File: config.mk
export PLATFORM = sky130hd
export DESIGN_NAME = pipe_hazard_ctrl
export DESIGN_NICKNAME = d
export VERILOG_FILES = /design/src/rtl/pipe_hazard_ctrl.sv
export SDC_FILE = /design/constraint.sdc
export NUM_CORES = 1
export LEC_CHECK = 0
export CAP_MARGIN = 20
export CORE_MARGIN = 3
export CORE_UTILIZATION = 44
export DETAILED_ROUTE_END_ITERATION = 16
export MAX_ROUTING_LAYER = met4
export PLACE_DENSITY = 0.79
export SYNTH_ARGS = -nofsm -noshare
export SYNTH_HDL_FRONTEND = slang
export SYNTH_SLANG_ARGS = --single-unit
File: constraint.sdc
create_clock -name i_clk -period 2.75 [get_ports i_clk]
set_clock_uncertainty 0.15 [all_clocks]
set_input_delay 0.6875 -clock i_clk [delete_from_list [all_inputs] [get_ports i_clk]]
set_output_delay 0.6875 -clock i_clk [all_outputs]
set_load 0.02 [all_outputs]
File: src/rtl/pipe_hazard_ctrl.sv
// pipe_hazard_ctrl
//   Hazard and program-flow controller for a 5-stage in-order pipeline.
//   Tracks the destination registers of in-flight instructions (EX, MEM and WB)
//   in a small scoreboard. Stalls decode on a read-after-write hazard. Squashes
//   and redirects fetch on a taken branch. Sequences halt -> drain -> done.
//
// Ports
//   i_clk              clock; all state updates on the rising edge
//   i_rst              synchronous active-high reset
//   i_id_valid         decode stage holds a real instruction
//   i_id_opcode[4:0]   decode-stage opcode
//   i_id_rs/rt[4:0]    decode source register indices
//   i_id_rs/rt_used    corresponding source is read
//   i_id_rd[4:0]       decode destination index
//   i_id_rd_we         decode instruction writes i_id_rd
//   i_ex_branch_taken  branch resolved taken in EX this cycle
//   i_ex_branch_target taken-branch instruction address
//   o_stall            hold PC and IF/ID
//   o_bubble_idex      load a NOP into ID/EX
//   o_flush_ifid       squash IF/ID
//   o_pc_load          redirect fetch to o_pc_target
//   o_pc_target[6:0]   redirect address (0 when no redirect)
//   o_state[1:0]       RUN=0, DRAIN=1, DONE=2
//   o_done             program complete
module pipe_hazard_ctrl #(
    parameter logic [4:0]  HALT_OP      = 5'b11111,
    parameter int unsigned DRAIN_CYCLES = 4
) (
    input  logic       i_clk,
    input  logic       i_rst,
    input  logic       i_id_valid,
    input  logic [4:0] i_id_opcode,
    input  logic [4:0] i_id_rs,
    input  logic [4:0] i_id_rt,
    input  logic       i_id_rs_used,
    input  logic       i_id_rt_used,
    input  logic [4:0] i_id_rd,
    input  logic       i_id_rd_we,
    input  logic       i_ex_branch_taken,
    input  logic [6:0] i_ex_branch_target,
    output logic       o_stall,
    output logic       o_bubble_idex,
    output logic       o_flush_ifid,
    output logic       o_pc_load,
    output logic [6:0] o_pc_target,
    output logic [1:0] o_state,
    output logic       o_done
);

    typedef enum logic [1:0] {
        StRun   = 2'd0,
        StDrain = 2'd1,
        StDone  = 2'd2
    } state_t;

    // Counter is 3 bits; out-of-range drain lengths clamp to the widest value.
    localparam logic [2:0] CntInit =
        (DRAIN_CYCLES == 0) ? 3'd0 :
        (DRAIN_CYCLES > 8)  ? 3'd7 : 3'(DRAIN_CYCLES - 1);

    state_t          r_state;
    state_t          w_state_nxt;
    logic [2:0]      r_cnt;
    logic [2:0]      w_cnt_nxt;

    // Scoreboard index 0 = EX, 1 = MEM, 2 = WB.
    logic [2:0]      r_sb_v;
    logic [2:0][4:0] r_sb_rd;
    logic            w_ex_v;

    logic            w_rs_hit;
    logic            w_rt_hit;
    logic            w_hazard;
    logic            w_halt_accept;

    // WB is still checked: the register file has no write-through to decode.
    always_comb begin
        w_rs_hit = 1'b0;
        w_rt_hit = 1'b0;
        for (int i = 0; i < 3; i++) begin
            if (r_sb_v[i] && (r_sb_rd[i] == i_id_rs)) w_rs_hit = 1'b1;
            if (r_sb_v[i] && (r_sb_rd[i] == i_id_rt)) w_rt_hit = 1'b1;
        end
        w_hazard = i_id_valid &
                   ((i_id_rs_used & (i_id_rs != 5'd0) & w_rs_hit) |
                    (i_id_rt_used & (i_id_rt != 5'd0) & w_rt_hit));
    end

    // Outputs and next state
    always_comb begin
        o_stall       = 1'b0;
        o_bubble_idex = 1'b0;
        o_flush_ifid  = 1'b0;
        o_pc_load     = 1'b0;
        o_pc_target   = 7'd0;
        o_done        = 1'b0;
        w_halt_accept = 1'b0;
        w_state_nxt   = r_state;
        w_cnt_nxt     = r_cnt;

        unique case (r_state)
            StRun: begin
                if (i_ex_branch_taken) begin
                    o_flush_ifid  = 1'b1;
                    o_bubble_idex = 1'b1;
                    o_pc_load     = 1'b1;
                    o_pc_target   = i_ex_branch_target;
                end else if (w_hazard) begin
                    o_stall       = 1'b1;
                    o_bubble_idex = 1'b1;
                end
                w_halt_accept = i_id_valid & (i_id_opcode == HALT_OP) &
                                ~o_stall & ~i_ex_branch_taken;
                if (w_halt_accept) begin
                    w_state_nxt = StDrain;
                    w_cnt_nxt   = CntInit;
                end
            end
            StDrain: begin
                o_bubble_idex = 1'b1;
                if (i_ex_branch_taken) begin
                    // An older branch squashed the halt: resume normal flow.
                    o_flush_ifid = 1'b1;
                    o_pc_load    = 1'b1;
                    o_pc_target  = i_ex_branch_target;
                    w_state_nxt  = StRun;
                    w_cnt_nxt    = 3'd0;
                end else begin
                    o_stall = 1'b1;
                    if (r_cnt == 3'd0) begin
                        w_state_nxt = StDone;
                    end else begin
                        w_cnt_nxt = r_cnt - 3'd1;
                    end
                end
            end
            StDone: begin
                o_stall       = 1'b1;
                o_bubble_idex = 1'b1;
                o_done        = 1'b1;
            end
            default: begin
                w_state_nxt = StRun;
                w_cnt_nxt   = 3'd0;
            end
        endcase

        w_ex_v = i_id_valid & i_id_rd_we & ~o_stall & ~o_flush_ifid & (r_state == StRun);
    end

    assign o_state = r_state;

    always_ff @(posedge i_clk) begin
        if (i_rst) begin
            r_state <= StRun;
            r_cnt   <= 3'd0;
            r_sb_v  <= 3'b000;
            r_sb_rd <= '0;
        end else begin
            r_state    <= w_state_nxt;
            r_cnt      <= w_cnt_nxt;
            r_sb_v     <= {r_sb_v[1:0], w_ex_v};
            r_sb_rd[2] <= r_sb_rd[1];
            r_sb_rd[1] <= r_sb_rd[0];
            r_sb_rd[0] <= i_id_rd;
        end
    end

endmodule

; Yosys cells after proc, flatten, opt, wreduce, memory -nomap -nowiden
; Index checks and enable logic that the tools add are counted.
[op_classes]
n_addsub = 1
n_eq_ne = 12
mux = 26
bitwise = 18
n_reduce_logical = 14
[ops]
columns = cell, count
row1 = $eq 5x5->1, 6
row2 = $mux 1, 14
row3 = $mux 7, 2
row4 = $and 1x1->1, 12
row5 = $reduce_bool 5->1, 2
row6 = $mux 3, 3
row7 = $pmux 3 s3, 1
row8 = $logic_and 1x1->1, 6
row9 = $mux 2, 3
row10 = $ne 3x3->1 const B, 2
row11 = $pmux 2 s3, 1
row12 = $reduce_and 3->1, 2
row13 = $eq 5x5->1 const B, 1
row14 = $not 1->1, 5
row15 = $reduce_or 2->1, 2
row16 = $logic_not 3->1, 1
row17 = $pmux 1 s3, 1
row18 = $sub 3x1->3 const B, 1
row19 = $eq 2x1->1 const B, 1
row20 = $eq 2x2->1 const B, 1
row21 = $logic_not 2->1, 1
row22 = $ne 2x2->1 const B, 1
row23 = $pmux 1 s2, 1
row24 = $or 1x1->1, 1
[totals]
reg_bits = 23
in_bits = 34
out_inout_bits = 14
elab_cells = 77

; Longest topological paths before layout
; Gate-level depths: netlist (run 1).
[depth]
ltp_word = 16
depth_mapped = 7
mapped_depth_nobuf = 7

; Worst setup path before layout (run 1)
; Ideal clock, no wire load.
[synth_timing]
kind = input -> output
start = input port i_id_rt[0]
end = output port o_stall
arrival_ps = 1891
t_required_ps = 1913
slack_ps = 21
stages = 4
path_buffers = 0
path_cell_list = or4_1 > o2111ai_1 > o22ai_1 > o31a_1
[synth_between]
elab_chain_len = 12
word_cells_on_any_way = 18
classes_between = eq/ne (3) / mux (7) / bitwise (4) / reduce/logical (4)
[synth_rtl]
columns = element, line
row1 = start: declaration, 34  ; input logic [4:0] i_id_rt,
row2 = $eq 5x5->1, 82  ; if (r_sb_v[i] && (r_sb_rd[i] == i_id_rt)) w_rt_hit = 1'b1;
row3 = $logic_and 1x1->1, 82
row4 = $mux 1 (3 in series), 82
row5 = $and 1x1->1 (*), 86  ; (i_id_rt_used & (i_id_rt != 5'd0) & w_rt_hit));
row6 = $or 1x1->1 (*), 85  ; ((i_id_rs_used & (i_id_rs != 5'd0) & w_rs_hit) |
row7 = $and 1x1->1 (*), 84  ; w_hazard = i_id_valid &
row8 = $mux 1 (*), 108  ; end else if (w_hazard) begin
row9 = $mux 1 (*), 103  ; if (i_ex_branch_taken) begin
row10 = $mux 1 (*), 101  ; unique case (r_state)
row11 = $pmux 1 s3 (*), 101
row12 = end: declaration, 41  ; output logic o_stall,
; Mark *: on every way between the ends. The rest lies on a longest branch, timed or not. The select of a mux whose other input is x is not followed.

; Worst setup path after layout (run 1)
[layout_timing]
start = input port i_id_rt[2]
end = output port o_bubble_idex
[layout_between]
elab_chain_len = 11
word_cells_on_any_way = 17
classes_between = eq/ne (3) / mux (6) / bitwise (4) / reduce/logical (4)
[layout_rtl]
columns = element, line
row1 = $eq 5x5->1, 82
row2 = $logic_and 1x1->1, 82
row3 = $mux 1 (3 in series), 82
row4 = $and 1x1->1 (*), 86
row5 = $or 1x1->1 (*), 85
row6 = $and 1x1->1 (*), 84
row7 = $mux 1 (*), 108
row8 = $mux 1 (*), 103
row9 = $pmux 1 s2 (*), 101
row10 = end: declaration, 42  ; output logic o_bubble_idex,
; Mark *: on every way between the ends. The rest lies on a longest branch, timed or not.

==> results_dict.tcl, run 1 <==
set metrics [dict create \
    violations "negative setup slack" \
    gr-total-overflow 0 \
    syn_area_sq_mm 0.00135 \
    initial_core_util_pct 47.6 \
    numPortBuffers 47 \
    fp.coreArea_sq_mm 0.00283 \
    drtIter0Drc 49 \
    cp_max_fo 4 \
    ys_seq_area_share_pct 34.2 \
    netSwitchingFraction_pct 40.9 \
    clock.fmax_mhz 334 \
    vias 1325 \
    antenna_found_initial 0 \
    remaining_drc_errors 0 \
    min_period_ns 3.00 \
    grt_pass1_wl_mm 6.06 \
    mostFrequentLayoutCells "25 x clkdlybuf4s50_1, 24 x buf_4, 21 x dfxtp_1" \
    postSynthAreaPerCell_sq_um 9.11 \
    crit_start "i_id_rt[2]" \
    hold_class "reg2reg" \
    clk_pin_slew_ns 0.13 \
    critPathRequiredTime_ns 1.91 \
    ys_seq_elements 23 \
    whs_path_depth 1 \
    cts_root_buffer "clkbuf_4" \
    n_antenna_cell 0 \
    area_growth_pct 58.1 \
    drv_cap 0 \
    pwr-share-clk_pct 10.9 \
    seq_power_share_pct 27.1 \
    viasPerCell 5.30 \
    cp-endpoint "o_bubble_idex" \
    p_sw_mw 0.605 \
    final_core_util_pct 75.3 \
    yosysWarnings 0 \
    fin_crit_sh_pct 109 \
    ff_latch_area_sq_um 463 \
    path_class "in2out" \
    arrival_ns 2.16 \
    cts_buffers 3 \
    hpwl_mm 2.89 \
    num_io_pins 48 \
    row_count 19 \
    ys_types 32 \
    die_x_um 61.3 \
    status "complete, but fails checks" \
    syn_inst 148 \
    slew_viol_final 0 \
    track_usage_pct 22.8 \
    ant_nets 0 \
    multi_input_area_sq_um 966 \
    avgRoutedWirePerCell_um 16.1 \
    start_kind "primary input" \
    finalHoldViolCount 0 \
    cts.htree.levels 1 \
    rsz0062_at_grt "yes" \
    place_congestion 0.874 \
    synth_nets 188 \
    r2r_slack_ns 0.35 \
    fillCellCount 208 \
    setup_slack_ns -0.246 \
    layout-drive-gt1-share_pct 28.8 \
    clk_latency_ns 0.32 \
    die_h_um 61.3 \
    setup_viol 2 \
    drt_wl_total_mm 4.02 \
    p_leak_nw 0.929 \
    setup_tns_ns -0.437 \
    powerDensity_mw_per_mm2 694 \
    r2r-start "r_sb_rd[7]$_SDFF_PP0_" \
    totalPowerFinal_mw 1.48 \
    clockBufferDepth 2 \
    comb_power_share_pct 61.9 \
    drt_first_pass_iters 4 \
    cts_tree "built" \
    vdd_drop_max_mv 0.475 \
    r2r_cells 10 \
    timing.slew.headroom_pct 77.4 \
    final_common_cell "clkdlybuf4s50_1" \
    p_int_mw 0.873 \
    clock-sinks 23 \
    endpoint_kind "primary output" \
    hold_slack_ns 0.362 \
    fp.dieArea_sq_mm 0.00376 \
    grt_max_degree 18 \
    r2r-end "o_state[1]$_SDFFE_PP0P_" \
    worst_slew_pin_slew_ns 0.337 \
    grt_pass1_vias 1284 \
    nets 260 \
]
per-layer routing:
metal	up-vias	global-route usage [%]	part of all wire, %
met4	0	7.27	2.3
met5	-	-	0
li1	648	-	-
met1	640	26.7	41
met2	27	39.6	54
met3	10	3.98	3.2
metrics by stage:
step | worst slack, ns | area (sq um) | std cells
2_1_floorplan | 0.0215 | 1350 | 148
3_3_place_gp | -1.06 | 1950 | 237
3_5_place_dp | -1.09 | 1950 | 237
4_1_cts | -0.248 | 2070 | 248
5_1_grt | -0.339 | 2130 | 250
6_report | -0.246 | 2130 | 250
state kept, by name, summed over array words and instances, names as in the netlist:
| name | count |
|---|---|
| r_sb_v | 3 |
| r_sb_rd | 15 |
| r_cnt | 3 |
| o_state | 2 |
power groups by stage:
stage                     sequential, mW  clock [mW]  combinational, mW
after floorplan                    0.424           0              0.440
after global placement             0.412           0              0.775
after detailed placement           0.414           0              0.809
after CTS                          0.398       0.171              0.883
after global routing               0.407       0.182              0.985
final                              0.401       0.162              0.915
critical path, cell delays in order:
cell and delay, ns:
buf_2 0.14, xor2_1 0.17, nor4_1 0.29, and3_1 0.23, nor3_2 0.07, o22ai_2 0.21
a211oi_2 0.07, nor2_1 0.13, buf_4 0.17
area by class of cell:
cell class | instances | share of cell area, %
tap | 31 | 1.82
sequential | 23 | 21.7
timing repair buffer | 71 | 28.7
inverter | 6 | 1.06
multi-input combinational | 115 | 45.3
clock buffer | 3 | 1.06
clock inverter | 1 | 0.352
cell usage after synthesis:
cell       count  area share [%]
nand3b_1       1            0.56
dfxtp_1       23              34
a211oi_1       2             1.1
mux2i_1        1            0.74
or4_1          4             2.2
o2111ai_1      2             1.3
o31ai_1        2             1.1
nor3_2         1            0.74
o21ai_0        1            0.37
xor2_1        24              16
ha_1           6             5.6
nand2_1        1            0.28
nand2b_1       2            0.93
o221ai_2       1             1.1
nand4_1        1            0.46
or3_1          1            0.46
nor2_1         8             2.2
xnor2_1        6             3.9
buf_4          1            0.56
and3_1         6             2.8
o41ai_1        2             1.3
nor3_1         2            0.74
inv_1          6             1.7
nor2b_1       20             9.3
o21a_1         1            0.56
clkbuf_1       3            0.84
nand4b_1       1            0.65
o22ai_1        1            0.46
a21oi_1        3             1.1
o31a_1         1            0.65
and2_1         8             3.7
nor4_1         6             2.8
cells by family (layout without fill, tap and decap cells):
group                    Yosys count  in the layout  synth area share [%]
AO/OA/AOI/OAI                     16             16                  9.10
XOR/XNOR                          30             30                  19.5
adder cells (fa/ha/maj)            6              6                  5.57
buffers and inverters             10             81                  3.06
flip-flops                        23             23                  34.2
multiplexers                       1              1                 0.743
AND/OR/NAND/NOR                   62             62                  27.9
worst min path at each step:
| stage | from | endpoint | slack, ns |
|---|---|---|---|
| after CTS | r_sb_v[0]$_SDFF_PP0_ | r_sb_v[1]$_SDFF_PP0_ | 0.35 |
| after global placement | r_sb_v[0]$_SDFF_PP0_ | r_sb_v[1]$_SDFF_PP0_ | 0.32 |
| final | r_sb_v[0]$_SDFF_PP0_ | r_sb_v[1]$_SDFF_PP0_ | 0.36 |
| after floorplan | r_sb_v[0]$_SDFF_PP0_ | r_sb_v[1]$_SDFF_PP0_ | 0.29 |
| after global routing | r_sb_v[0]$_SDFF_PP0_ | r_sb_v[1]$_SDFF_PP0_ | 0.38 |
| after detailed placement | r_sb_v[0]$_SDFF_PP0_ | r_sb_v[1]$_SDFF_PP0_ | 0.33 |
what timing repair did:
| action | 4_1_cts | 5_1_grt |
|---|---|---|
| setup endpoints to repair | 14 | 9 |
| hold buffers | 0 | 0 |
| gates resized for setup | 90 | 22 |
| pin swaps | 14 | 12 |
| setup buffers | 7 | 2 |
Power figures use the tool's default switching activity.
==> run 2: changes to the inputs <==
Settings changed: GPL_TIMING_DRIVEN from default to 0.
==> run 2 against run 1 <==
Effect of this change:
- the flow still finishes with violations (negative setup slack)
- total power decreased by 6.3%
- via count decreased by 6.5%
- clock-buffer cell count unchanged
- sequential share of layout area increased by 1.0 points
- register-to-register slack improved by 0.13 ns
- core utilization decreased by 2.9 points
- routed wire length decreased by 4.5%
- non-clock buffer count decreased by 17
- fmax increased by 0.18%
- critical path depth decreased by 1
- critical path type unchanged
==> results_dict.tcl, run 2 (same netlist as run 1, synthesis figures left out) <==
set metrics [dict create \
    endpoint_kind "primary output" \
    min_period_ns 2.99 \
    cts_root_buffer "clkbuf_4" \
    place_inst 226 \
    cts_buffers 3 \
    placed_cell_area_sq_mm 0.00186 \
    status "complete, but fails checks" \
    row_count 19 \
    nets 243 \
    powerDensity_mw_per_mm2 676 \
    wl_met3_um 144 \
    n_antenna_cell 0 \
    fp.coreArea_sq_mm 0.00283 \
    pre_cts_slack_ns -1.09 \
    arrival_ns 2.15 \
    setup_slack_ns -0.241 \
    initial_core_util_pct 47.6 \
    place_congestion 0.908 \
    reg.largest.list "r_sb_rd x15, r_cnt x3, r_sb_v x3" \
    post-route-cell-area_sq_mm 0.00205 \
    violations "negative setup slack" \
    viasPerCell 5.32 \
    clock.fmax_mhz 334 \
    final_common_cell "clkdlybuf4s50_1" \
    met1_length_mm 1.40 \
    antenna_found_initial 0 \
    grt_pass1_wl_mm 5.86 \
    clock-sinks 23 \
    fp.dieArea_sq_mm 0.00376 \
    top_layer_used "met4" \
    layout-drive-gt1-share_pct 22.8 \
    area_growth_pct 52.0 \
    vdd_drop_max_mv 0.444 \
    gr-total-overflow 0 \
    hpwl_mm 2.86 \
    p_leak_nw 0.864 \
    final_core_util_pct 72.4 \
    mostFrequentLayoutCells "26 x clkdlybuf4s50_1, 21 x dfxtp_1, 19 x nor2b_1" \
    hold_class "reg2reg" \
    cts.htree.levels 1 \
    route.met2.wl_mm 2.24 \
    numPortBuffers 47 \
    clk_latency_ns 0.32 \
    layout.cells.non_filler 233 \
    finalHoldViolCount 0 \
    holdBufCountCts 0 \
    ant_nets 0 \
    grt_pass1_vias 1270 \
    rsz0062_at_grt "yes" \
    track_usage_pct 22.6 \
    cp_max_fo 4 \
    setup_viol 2 \
    setup_tns_ns -0.477 \
    avgRoutedWirePerCell_um 16.5 \
    clockBufferDepth 2 \
    remaining_drc_errors 0 \
    die_x_um 61.3 \
    fin_crit_sh_pct 109 \
    drt_first_pass_iters 4 \
    start_kind "primary input" \
    worst_slew_pin_slew_ns 0.476 \
    num_io_pins 48 \
    max_flop_register "r_sb_rd" \
    drt_wl_total_mm 3.84 \
    drtIter0Drc 51 \
    totalPowerFinal_mw 1.39 \
    grt_max_degree 15 \
    timing.slew.headroom_pct 68.3 \
    clk_pin_slew_ns 0.13 \
    die_h_um 61.3 \
    critPathRequiredTime_ns 1.91 \
    largest_reg_flops 15 \
    slowest_delay_ns 0.36 \
    drv_cap 0 \
    vias 1239 \
    hold_slack_ns 0.346 \
    slew_viol_final 0 \
    path_class "in2out" \
    cp_slowest_cell "nor4_2" \
    path_cells "buf_2 -> xor2_1 -> nor4_2 -> and3_1 -> nor3_4 -> o22ai_2 -> o31a_1 -> buf_6" \
    cts_tree "built" \
]
## run 2: changes by cell type in the layout (fill, tap and decap cells not counted), sizes merged
cell,delta
clkdlybuf4s15,+1
buf,-24
dlygate4sd2,+2
dlymetal6s2s,+1
clkbuf,+2
clkdlybuf4s50,+1
## run 2: cell type report
cell class,instances,area [sq um]
Inverter,6,22.5
Fill cell,205,781
Multi-Input combinational cell,115,1000
Clock inverter,1,7.51
Sequential cell,23,465
Tap cell,31,38.8
Timing Repair Buffer,51,473
Clock buffer,3,22.5
Buffer,3,15.0
## run 2: per-layer routing
layer  vias to the layer above  GRT usage [%]
met5                         -              -
met4                         0           10.9
met3                         8           5.24
met2                        30           42.0
met1                       586           21.6
li1                        615              -
## run 2: worst max-delay path, delay by kind of cell
| family | cells | cell delay [ns] |
|---|---|---|
| AOI/OAI and AO/OA | 2 | 0.35 |
| xor gates and xnor gates | 1 | 0.17 |
| buffers and inverters | 2 | 0.27 |
| and+or+nand+nor | 3 | 0.67 |
## run 2: path summary, 6_finish.rpt
check | slack (ns) | to | cells past startpoint | startpoint
hold / removal | 0.35 | r_sb_v[1]$_SDFF_PP0_ | 1 | r_sb_v[0]$_SDFF_PP0_
setup / recovery | -0.24 | o_stall | 8 | i_id_rt[2]
hold reg to reg | 0.35 | r_sb_v[1]$_SDFF_PP0_ | 1 | r_sb_v[0]$_SDFF_PP0_
setup reg to reg | 0.48 | r_cnt[1]$_SDFFE_PP0P_ | 7 | r_sb_rd[9]$_SDFF_PP0_
## run 2: where the power goes
group / total [mW] / internal [mW] / switching (mW)
logic: 0.805 / 0.375 / 0.430
clock network: 0.163 / 0.0556 / 0.108
registers: 0.416 / 0.381 / 0.0357
total: 1.39 / 0.811 / 0.574
## run 2: repair_timing
| action | 4_1_cts | 5_1_grt |
|---|---|---|
| setup buffers | 4 | 0 |
| resized for setup | 86 | 16 |
| pin swaps | 16 | 14 |
| cloned | 0 | 0 |
| endpoints found under the hold margin | 0 | 0 |
| setup endpoints to repair | 13 | 10 |
==> run 3: changes to the inputs <==
Settings changed: CORE_UTILIZATION 44 to 46, CTS_BUF_LIST from default to sky130_fd_sc_hd__clkbuf_8, PLACE_DENSITY 0.79 to 0.82.
==> run 3 against run 2 <==
Effect of this change:
- the run still ends with negative setup slack left
- register-to-register slack got worse by 0.05 ns
- via count increased by 1.7%
- cell area is 0.61% lower
- critical path depth down 2
- highest routed layer unchanged
- clock power grew 28%
- fmax increased by 1.2%
- flip-flop and latch count stayed put
==> results_dict.tcl, run 3 (same netlist as run 1, synthesis figures left out) <==
set metrics [dict create \
    hold_slack_ns 0.335 \
    gr-total-overflow 0 \
    r2r-start "r_sb_rd[10]$_SDFF_PP0_" \
    post-route-cell-area_sq_mm 0.00204 \
    cp_max_fo 4 \
    vdd_drop_max_mv 0.658 \
    hold_end "r_sb_v[1]$_SDFF_PP0_" \
    cts_buffers 3 \
    ant_nets 0 \
    finalHoldViolCount 0 \
    r2r-end "r_cnt[1]$_SDFFE_PP0P_" \
    worst_slew_pin_slew_ns 0.486 \
    placed_cell_area_sq_mm 0.00186 \
    critPathRequiredTime_ns 1.91 \
    fin_crit_sh_pct 107 \
    final_common_cell "clkdlybuf4s50_1" \
    die_h_um 60.1 \
    timing.slew.headroom_pct 67.6 \
    worstHoldStart "r_sb_v[0]$_SDFF_PP0_" \
    start_kind "primary input" \
    largest_reg_flops 15 \
    vias 1260 \
    avgRoutedWirePerCell_um 16.3 \
    holdBufCountCts 0 \
    cts_tree "built" \
    path_class "in2out" \
    hpwl_mm 2.90 \
    seq_power_share_pct 28.1 \
    antenna_found_initial 0 \
    clk_pin_slew_ns 0.08 \
    grt_pass1_vias 1300 \
    drt_wl_total_mm 3.84 \
    reg.largest.list "r_sb_rd x15, r_cnt x3, r_sb_v x3" \
    fp.coreArea_sq_mm 0.00278 \
    track_usage_pct 22.6 \
    totalPowerFinal_mw 1.46 \
    p_leak_nw 0.889 \
    drtIter0Drc 47 \
    remaining_drc_errors 0 \
    p_sw_mw 0.591 \
    layout-drive-gt1-share_pct 19.1 \
    mostFrequentLayoutCells "24 x clkdlybuf4s50_1, 23 x xor2_1, 21 x dfxtp_1" \
    fp.dieArea_sq_mm 0.00362 \
    r2r_cells 8 \
    clockBufferDepth 2 \
    endpoint_kind "primary output" \
    place_congestion 0.818 \
    rsz0062_at_grt "yes" \
    setup_tns_ns -0.358 \
    arrival_ns 2.12 \
    clk_latency_ns 0.27 \
    cts.htree.levels 1 \
    numPortBuffers 47 \
    clock-sinks 23 \
    drv_cap 0 \
    clock.fmax_mhz 338 \
    grt_pass1_wl_mm 5.95 \
    area_growth_pct 51.1 \
    final_core_util_pct 73.2 \
    slew_viol_final 0 \
    row_count 19 \
    r2r_slack_ns 0.43 \
    comb_power_share_pct 57.7 \
    setup_viol 2 \
    n_antenna_cell 0 \
    viasPerCell 5.36 \
    die_x_um 60.1 \
    pwr-share-clk_pct 14.2 \
    netSwitchingFraction_pct 40.4 \
    cts_root_buffer "clkbuf_8" \
    drt_first_pass_iters 4 \
    grt_max_degree 13 \
    p_int_mw 0.873 \
    whs_path_depth 1 \
    min_period_ns 2.95 \
    status "complete, but fails checks" \
    powerDensity_mw_per_mm2 719 \
    max_flop_register "r_sb_rd" \
    initial_core_util_pct 48.4 \
    num_io_pins 48 \
    hold_class "reg2reg" \
    nets 245 \
    setup_slack_ns -0.205 \
    violations "negative setup slack" \
]
[run 3: cell count changes in the layout (fill, tap and decap cells not counted), moves of 2 or more]
| cell | change |
|---|---|
| xor2_1 | +5 |
| xor2_2 | -5 |
| buf_2 | -3 |
| buf_4 | +3 |
| clkbuf_8 | +3 |
| clkbuf_4 | -2 |
| clkdlybuf4s50_1 | -2 |
[run 3: cell type report]
cell class	instances	area (sq um)
inverters	6	22.5
flip-flops and latches	23	463
clock inverters	1	3.75
clock buffers	3	41.3
plain buffers	3	15.0
well taps	31	38.8
fillers	209	746
repair buffers	53	499
multi-input cells	115	952
[run 3: how the worst max path moves through the flow]
stage / startpoint / end / slack (ns) / depth (start not counted)
2_1_floorplan: i_id_rt[0] / o_stall / 0.02 / 4
3_3_place_gp: i_id_rt[3] / o_bubble_idex / -1.11 / 9
3_5_place_dp: i_id_rt[0] / o_bubble_idex / -1.22 / 9
4_1_cts: i_id_rt[3] / o_stall / -0.23 / 6
5_1_grt: i_id_rs[1] / o_stall / -0.27 / 8
6_report: i_id_rs[2] / o_stall / -0.20 / 6
[run 3: critical path, cell delays in order]
cell	delay [ns]
buf_6	0.11
or4_4	0.55
o2111ai_4	0.22
o22ai_2	0.13
o31a_1	0.28
buf_6	0.14
[run 3: timing repair]
item / CTS / global route
pin swaps: 14 / 12
gates resized for setup: 81 / 15
endpoints found under the setup margin: 14 / 8
buffers inserted: 5 / 1
[run 3: through the flow]
step                instances  setup slack [ns]
CTS                       234            -0.235
global placement          226             -1.11
global route              235            -0.267
finish                    235            -0.205
detailed placement        226             -1.22
floorplan                 148            0.0215
[run 3: power by group through the flow]
stage	Combinational (mW)	Clock (mW)	Sequential [mW]
global route	0.916	0.224	0.416
global placement	0.720	0	0.413
finish	0.844	0.208	0.412
CTS	0.784	0.214	0.409
detailed placement	0.764	0	0.413
floorplan	0.440	0	0.424
[run 3: routing by layer]
| layer | routed length [um] | vias to the layer above | track usage (%) |
|---|---|---|---|
| li1 | - | 620 | - |
| met1 | 1580 | 610 | 26.2 |
| met2 | 2090 | 24 | 40.6 |
| met5 | 0 | - | - |
| met3 | 127 | 6 | 3.89 |
| met4 | 36 | 0 | 4.75 |
